File: config.mk
export PLATFORM = sky130hd
export DESIGN_NAME = plab4_net_router_output_ctrl
export DESIGN_NICKNAME = d
export VERILOG_FILES = /design/src/rtl/plab4_net_router_output_ctrl.sv
export SDC_FILE = /design/constraint.sdc
export NUM_CORES = 1
export LEC_CHECK = 0
export CAP_MARGIN = 10
export CORE_AREA = 2 2 39 41
export CTS_BUF_LIST = sky130_fd_sc_hd__clkbuf_4 sky130_fd_sc_hd__clkbuf_8
export DETAILED_ROUTE_END_ITERATION = 10
export DIE_AREA = 0 0 41 43
export GPL_TIMING_DRIVEN = 0
export PLACE_DENSITY_LB_ADDON = 0.1
export SLEW_MARGIN = 20
export SYNTH_ARGS = -nofsm -noshare
export SYNTH_HDL_FRONTEND = slang
export SYNTH_SLANG_ARGS = --single-unit
File: constraint.sdc
create_clock -name clk -period 2.7 [get_ports clk]
set_input_delay 0.81 -clock clk [delete_from_list [all_inputs] [get_ports clk]]
set_output_delay 0.81 -clock clk [all_outputs]
set_load 0.02 [all_outputs]
File: src/rtl/plab4_net_router_output_ctrl.sv
// plab4_net_router_output_ctrl
//   Output-port controller for one ring-router port. Arbitrates round-robin
//   among three requesters and holds the winner while the output stalls,
//   so the val/rdy handshake stays stable until the transfer completes.
//
// Ports
//   clk        : clock, state updates on rising edge
//   reset      : asynchronous active-low reset
//   reqs[2:0]  : bit i set when input i requests this output
//   grants[2:0]: one-hot/zero, bit i set when input i transfers this cycle
//   out_val    : output channel valid
//   out_rdy    : output channel ready (combinational path to grants)
//   sel[1:0]   : crossbar select, index of winner, 0 when none
//   xfer_count : transfer counter, present only when
//                PLAB4_NET_ROUTER_OUTPUT_CTRL_STATS_EN is defined
module plab4_net_router_output_ctrl #(
   parameter int unsigned p_num_inputs = 3
) (
   input  logic       clk,
   input  logic       reset,
   input  logic [2:0] reqs,
   output logic [2:0] grants,
   output logic       out_val,
   input  logic       out_rdy,
   output logic [1:0] sel
`ifdef PLAB4_NET_ROUTER_OUTPUT_CTRL_STATS_EN
   ,
   output logic [15:0] xfer_count
`endif
);

   typedef enum logic {ARB, HOLD} state_t;

   state_t     state, state_nxt;
   logic [2:0] prio, prio_nxt;
   logic [1:0] held, held_nxt;

   logic [1:0] prio_idx;
   logic [1:0] arb_idx;
   logic       arb_found;
   logic [1:0] win_idx;
   logic       win_found;
   logic       hold_ok;
   logic [2:0] cand;

   always_comb begin
      prio_idx = 2'd0;
      case (prio)
         3'b010:  prio_idx = 2'd1;
         3'b100:  prio_idx = 2'd2;
         default: prio_idx = 2'd0;
      endcase
   end

   // Rotating scan: first requester at or after the priority pointer, mod 3.
   always_comb begin
      arb_idx   = 2'd0;
      arb_found = 1'b0;
      cand      = '0;
      for (int unsigned k = 0; k < p_num_inputs; k++) begin
         cand = {1'b0, prio_idx} + 3'(k);
         if (cand >= 3'd3) cand = cand - 3'd3;
         if (!arb_found && reqs[cand[1:0]]) begin
            arb_found = 1'b1;
            arb_idx   = cand[1:0];
         end
      end
   end

   // A held winner keeps the port; if its request vanishes, fall back to
   // the scan in the same cycle rather than leaving the port idle.
   always_comb begin
      hold_ok   = (state == HOLD) && reqs[held];
      win_found = hold_ok ? 1'b1 : arb_found;
      win_idx   = hold_ok ? held : arb_idx;
   end

   always_comb begin
      out_val = win_found;
      sel     = win_found ? win_idx : 2'd0;
      grants  = '0;
      if (win_found && out_rdy) grants[win_idx] = 1'b1;
   end

   always_comb begin
      state_nxt = ARB;
      prio_nxt  = prio;
      held_nxt  = held;
      if (win_found) begin
         if (out_rdy) begin
            state_nxt = ARB;
            case (win_idx)
               2'd0:    prio_nxt = 3'b010;
               2'd1:    prio_nxt = 3'b100;
               default: prio_nxt = 3'b001;
            endcase
         end else begin
            state_nxt = HOLD;
            held_nxt  = win_idx;
         end
      end
   end

   always_ff @(posedge clk or negedge reset) begin
      if (!reset) begin
         state <= ARB;
         prio  <= 3'b001;
         held  <= 2'd0;
      end else begin
         state <= state_nxt;
         prio  <= prio_nxt;
         held  <= held_nxt;
      end
   end

`ifdef PLAB4_NET_ROUTER_OUTPUT_CTRL_STATS_EN
   always_ff @(posedge clk or negedge reset) begin
      if (!reset) xfer_count <= '0;
      else if (|grants) xfer_count <= xfer_count + 16'd1;
   end
`endif

endmodule

==> results of run 1 <==
## layout by cell type (no fill, tap or decap)
cell type / n
buf_4: 8
dfrtp_1: 5
clkbuf_4: 4
buf_6: 4
nand2_1: 3
mux2_1: 3
clkdlybuf4s50_1: 3
nand2b_1: 2
nor2b_4: 2
buf_8: 2
or3_4: 1
mux2i_1: 1
nand4b_2: 1
o21ai_2: 1
nor2_2: 1
a32o_2: 1
o31ai_4: 1
nand2_2: 1
nand3b_1: 1
or2_1: 1
o31a_1: 1
a21boi_2: 1
inv_1: 1
a221oi_4: 1
nor3_2: 1
and2_1: 1
mux2_2: 1
o31ai_1: 1
clkbuf_2: 1
dfstp_2: 1
## metrics by stage
stage	area [um^2]	TNS (ns)	utilization	setup WS (ns)	hold slack (ns)
floorplan	412	0	-	0.0414	0.492
global placement	542	-4.53	0.392	-0.900	0.516
detailed placement	542	-4.69	0.392	-0.938	0.531
CTS	616	-0.0457	0.445	-0.0457	0.541
global route	646	-0.0734	0.467	-0.0637	0.572
finish	646	-0.00999	0.467	-0.00999	0.534
## layer usage
| metal | vias up | GRT usage | wire, um |
|---|---|---|---|
| met3 | 0 | 0.0314 | 42 |
| li1 | 169 | - | - |
| met2 | 8 | 0.206 | 520 |
| met4 | 0 | 0.100 | 0 |
| met1 | 160 | 0.140 | 350 |
| met5 | - | 0 | 0 |
## worst max-delay path: cells and delay by family
kind,cells,cell delay (ns)
buffers and inverters,4,0.52
AND/OR/NAND/NOR,1,0.04
AO/OA/AOI/OAI,2,0.52
## registers in the layout, indices dropped and copies added, names as in the netlist
name and cells:
state 1, held 2, prio 3
## cell families after synthesis
family / after synthesis / share of synthesized area
multiplexers: 5 / 0.135
AND/OR/NAND/NOR: 15 / 0.257
buffers and inverters: 1 / 0.00917
flip-flops: 6 / 0.370
AO/OA/AOI/OAI: 7 / 0.229
## timing repair
action / in CTS / in global routing
endpoints found under the hold margin: 0 / 0
endpoints found under the setup margin: 6 / 6
gates resized for setup: 39 / 12
buffers inserted: 7 / 0
pin swaps: 4 / 5
## cell type report
type	count	area, um^2
inverter	1	3.75
tap	16	20.0
multi-input combinational	27	270
sequential	6	151
timing repair buffer	18	170
clock buffer	4	30.0
fill	130	738
## power breakdown
part / switching [mW] / internal [mW] / leakage, nW
sequential: 0.0265 / 0.117 / 0.0732
combinational: 0.0992 / 0.120 / 0.213
clock: 0.0301 / 0.0659 / 0.0184
## synth_stat cells, drive strengths merged
cell    number  share of area
mux2i        1          0.024
nand3b       1          0.018
o31ai        2          0.070
a21boi       1          0.028
nor3         1          0.012
inv          1         0.0092
and2         1          0.015
o21ai        1          0.021
nand2b       2          0.031
nor2b        2          0.049
dfstp        1          0.064
dfrtp        5           0.31
a221oi       1          0.064
nand2        4          0.037
mux2         4           0.11
or2          1          0.015
o31a         1          0.021
or3          1          0.028
nand4b       1          0.037
a32o         1          0.024
nor2         1          0.015
## final timing paths
check	from	end	cells past startpoint
worst min register to register	prio[1]	prio[1]	2
worst max-delay path	reqs[0]	grants[0]	7
max in group asynchronous	reset	prio[0]	1
worst min-delay path	prio[1]	prio[1]	2
worst max register to register	prio[0]	prio[1]	6
min in group asynchronous	reset	held[1]	1
==> flow_summary.ini, run 1 <==
[status]
status = finished with violations
violations = setup timing

[worst_setup_path]
path_class = in2out
crit_chain = buf_8 > buf_6 > a32o_2 > o31ai_4 > buf_4 > nor3_2 > buf_4
startpoint_type = input port
cpMostUsedCell = buf_4
slowest_delay_ns = 0.29
cp_max_fo = 5
end_kind = output port
slowest_stage = o31ai_4
worst_ep_required_time_ns = 1.89
regToRegSetupSlack_ns = 1.08
cp_data_arrival_time_ns = 1.90

[placement]
place_inst = 61
portBuffers = 11
gp_congestion = 0.659
hpwl_um = 712

[global_routing]
grtUsageTotal = 0.131
antenna_found_initial = 0
grt_pass1_wl_um = 1480
grt_start_max_net_pins = 7
gr-total-overflow = 0
grt_pass1_vias = 364

[clock_tree]
cts.sinks = 6
tritoncts = done
root_buffer = clkbuf_4
postCtsHoldBufs = 0
insertion_delay_ns = 0.24
cts_buffers = 3
cts.clk_slew.worst_paths_ns = 0.04
h-tree-depth = 1
clock_path_buffers = 2

[route]
vias_per_cell = 4.68
route.detailed.drc = 0
via_count = 337
drt-total-wl_um = 913
antenna_left = 0
drt-initial-drc-count = 1
wl_per_cell_um = 12.7
first_pass_iters = 2

[cells_and_area]
antennaDiodeCount = 0
drive_above_1_share = 0.589
stdcell_count = 72
area_growth_pct = 57.8
nNetsFinal = 63

[run]
maxCapViolCount = 0

[power_and_ir_drop]
power_leakage_nw = 0.305
power.total_uw = 459
vdd_drop_max_v = 0.000305
power_density_nw_per_um2 = 712

[sta]
hold_violations = 0
finalMaxSlewViolations = 0
min_period_over_period = 1.00
relSlewSlack = 0.821
setup_viol = 1
period_minus_slack_ns = 2.71
rsz0062_at_grt = yes
max_freq_ghz = 0.369
final.setup.worst_slack_ns = -0.00999
worst_pin_slew_ns = 0.268
fin_worst_skew_ns = 0.00227

[synth]
synthesis.nets = 40
synthCells = 34
synth_area_um2 = 409
yosysUniqueCellTypes = 24
ys_warn_count = 0
ys_seq_area_frac = 0.370
ys_seq_elements = 6
postSynthAreaPerCell_um2 = 12.0

[die]
start_util = 0.296
die_x_um = 41
die_h_um = 43
die-area_um2 = 1760
ios = 12
rows = 14
core_um2 = 1380

[hold_path]
hold_class = reg2reg
Power figures use the tool's default switching activity.
==> run 2, diff against run 1 <==
- SETUP_SLACK_MARGIN: not set -> 0.3
==> run 2 against run 1 <==
Net effect:
- the run now ends clean
- die area stayed put
- via count stayed put
- sequential share of layout area is 1.4 points higher
- critical path depth is 1 lower
- clock skew is 0.00079 ns higher
- count of clock-buffer cells in the layout stayed put
- register-to-register slack worse by 0.04 ns
- setup slack better by 0.054 ns
- critical endpoint is now grants[2]
- highest routed layer unchanged
==> flow_summary.ini, run 2 (synthesized netlist as in run 1, its figures left out) <==
[status]
status = completed

[global_routing]
grt_pass1_vias = 384
grtUsageTotal = 0.137
antenna_found_initial = 0
grt_pass1_wl_um = 1610
grt_start_max_net_pins = 7
gr-total-overflow = 0

[cells_and_area]
area_growth_pct = 48.6
largest-register = prio
seq_area_um2 = 151
multi_input_area_um2 = 272
fin_util = 0.439
antennaDiodeCount = 0
drive_above_1_share = 0.596
final_common_cell = dfrtp_1
layout_common_cells = 5 x dfrtp_1, 4 x clkbuf_4, 4 x buf_6
nNetsFinal = 59
top_regs = prio x3, held x2, state x1
fill_cells = 142
largest_reg_flops = 3

[worst_setup_path]
crit_chain = buf_8 > or2_1 > o31a_1 > a221oi_4 > and2_4 > buf_6
end_kind = output port
cp_max_fo = 5
slowest_stage = a221oi_4
cp_data_arrival_time_ns = 1.85
slowest_delay_ns = 0.29
cp_top_family = compound AO/OA/AOI/OAI gates
path_class = in2out
critPathBufInv = 2
crit_path_start = reqs[0]
worst_ep_required_time_ns = 1.89
r2r-start = held[1]
startpoint_type = input port

[sta]
final.setup.worst_slack_ns = 0.0438
fin_worst_skew_ns = 0.00305
min_period_over_period = 0.984
rsz0062_at_grt = yes
period_minus_slack_ns = 2.66
hold_violations = 0
finalMaxSlewViolations = 0
max_freq_ghz = 0.376
relSlewSlack = 0.807
setup_viol = 0
worst_pin_slew_ns = 0.289
final.setup.tns_ns = 0

[die]
start_util = 0.296
die_h_um = 43
ios = 12
die_x_um = 41
die-area_um2 = 1760
rows = 14
core_um2 = 1380

[clock_tree]
h-tree-depth = 1
cts.sinks = 6
insertion_delay_ns = 0.24
root_buffer = clkbuf_4
clock_path_buffers = 2
cts.clk_slew.worst_paths_ns = 0.04
cts_buffers = 3
tritoncts = done
postCtsHoldBufs = 0

[route]
vias_per_cell = 4.96
route.detailed.drc = 0
first_pass_iters = 2
antenna_left = 0
via_count = 337
drt-total-wl_um = 881
drt-initial-drc-count = 1
wl_per_cell_um = 13.0

[power_and_ir_drop]
vdd_drop_max_v = 0.000335
power.total_uw = 444
power_leakage_nw = 0.285
power_density_nw_per_um2 = 729

[hold_path]
hold_start = prio[1]
hold_class = reg2reg

[placement]
hpwl_um = 720
portBuffers = 11
pre_cts_ws_ns = -0.952
gp_congestion = 0.657

[run]
maxCapViolCount = 0
run 2: changes by cell type in the layout (fill, tap and decap cells not counted), sizes merged:
cell and delta:
clkbuf -1, buf -2, dlygate4sd2 +1, clkdlybuf4s50 -2
run 2: repair_timing:
action                                  4_1_cts  5_1_grt
gates resized for setup                      51        4
setup buffers                                 2        1
pin swaps                                     5        2
endpoints found under the setup margin        6        6
cloned                                        0        0
run 2: layer usage:
layer / share of wire / GRT usage / routed length [um] / vias up
li1: - / - / - / 163
met1: 0.41 / 0.159 / 359 / 166
met2: 0.56 / 0.216 / 491 / 8
met3: 0.034 / 0.0157 / 30 / 0
met4: 0 / 0.100 / 0 / 0
met5: 0 / 0 / 0 / -
run 2: area by class of cell:
| cell class | instances | area share |
|---|---|---|
| multi-input cells | 27 | 0.447 |
| flip-flops and latches | 6 | 0.249 |
| repair buffers | 14 | 0.216 |
| clock buffers | 4 | 0.0494 |
| well taps | 16 | 0.0329 |
| inverters | 1 | 0.00617 |
run 2: worst paths after layout:
kind / slack (ns) / endpoint / cells past startpoint
max reg2reg: 1.04 / held[1] / 6
min: 0.54 / prio[1] / 2
max in group asynchronous: 1.63 / prio[0] / 1
max: 0.04 / grants[2] / 6
min reg2reg: 0.54 / prio[1] / 2
min in group asynchronous: 0.80 / held[1] / 1
run 2: power by group:
group	leakage [nW]	total (mW)	switching [mW]	internal [mW]
sequential	0.0732	0.145	0.0271	0.117
clock	0.0184	0.0970	0.0310	0.0659
combinational	0.194	0.202	0.0947	0.107
run 2: per-stage QoR:
stage	std cells	cell area, um^2	hold slack [ns]
after floorplan	34	419	0.492
after global placement	61	549	0.515
after detailed placement	61	549	0.540
after CTS	67	598	0.548
after global routing	68	608	0.595
final	68	608	0.541
run 2: worst reg2reg max path: cells and delay by family (launching register included):
family                 cells  cell delay, ns
AO/OA/AOI/OAI              2            0.30
buffers and inverters      2            0.28
flip-flops                 1            0.41
multiplexers               1            0.29
AND/OR/NAND/NOR            1            0.27
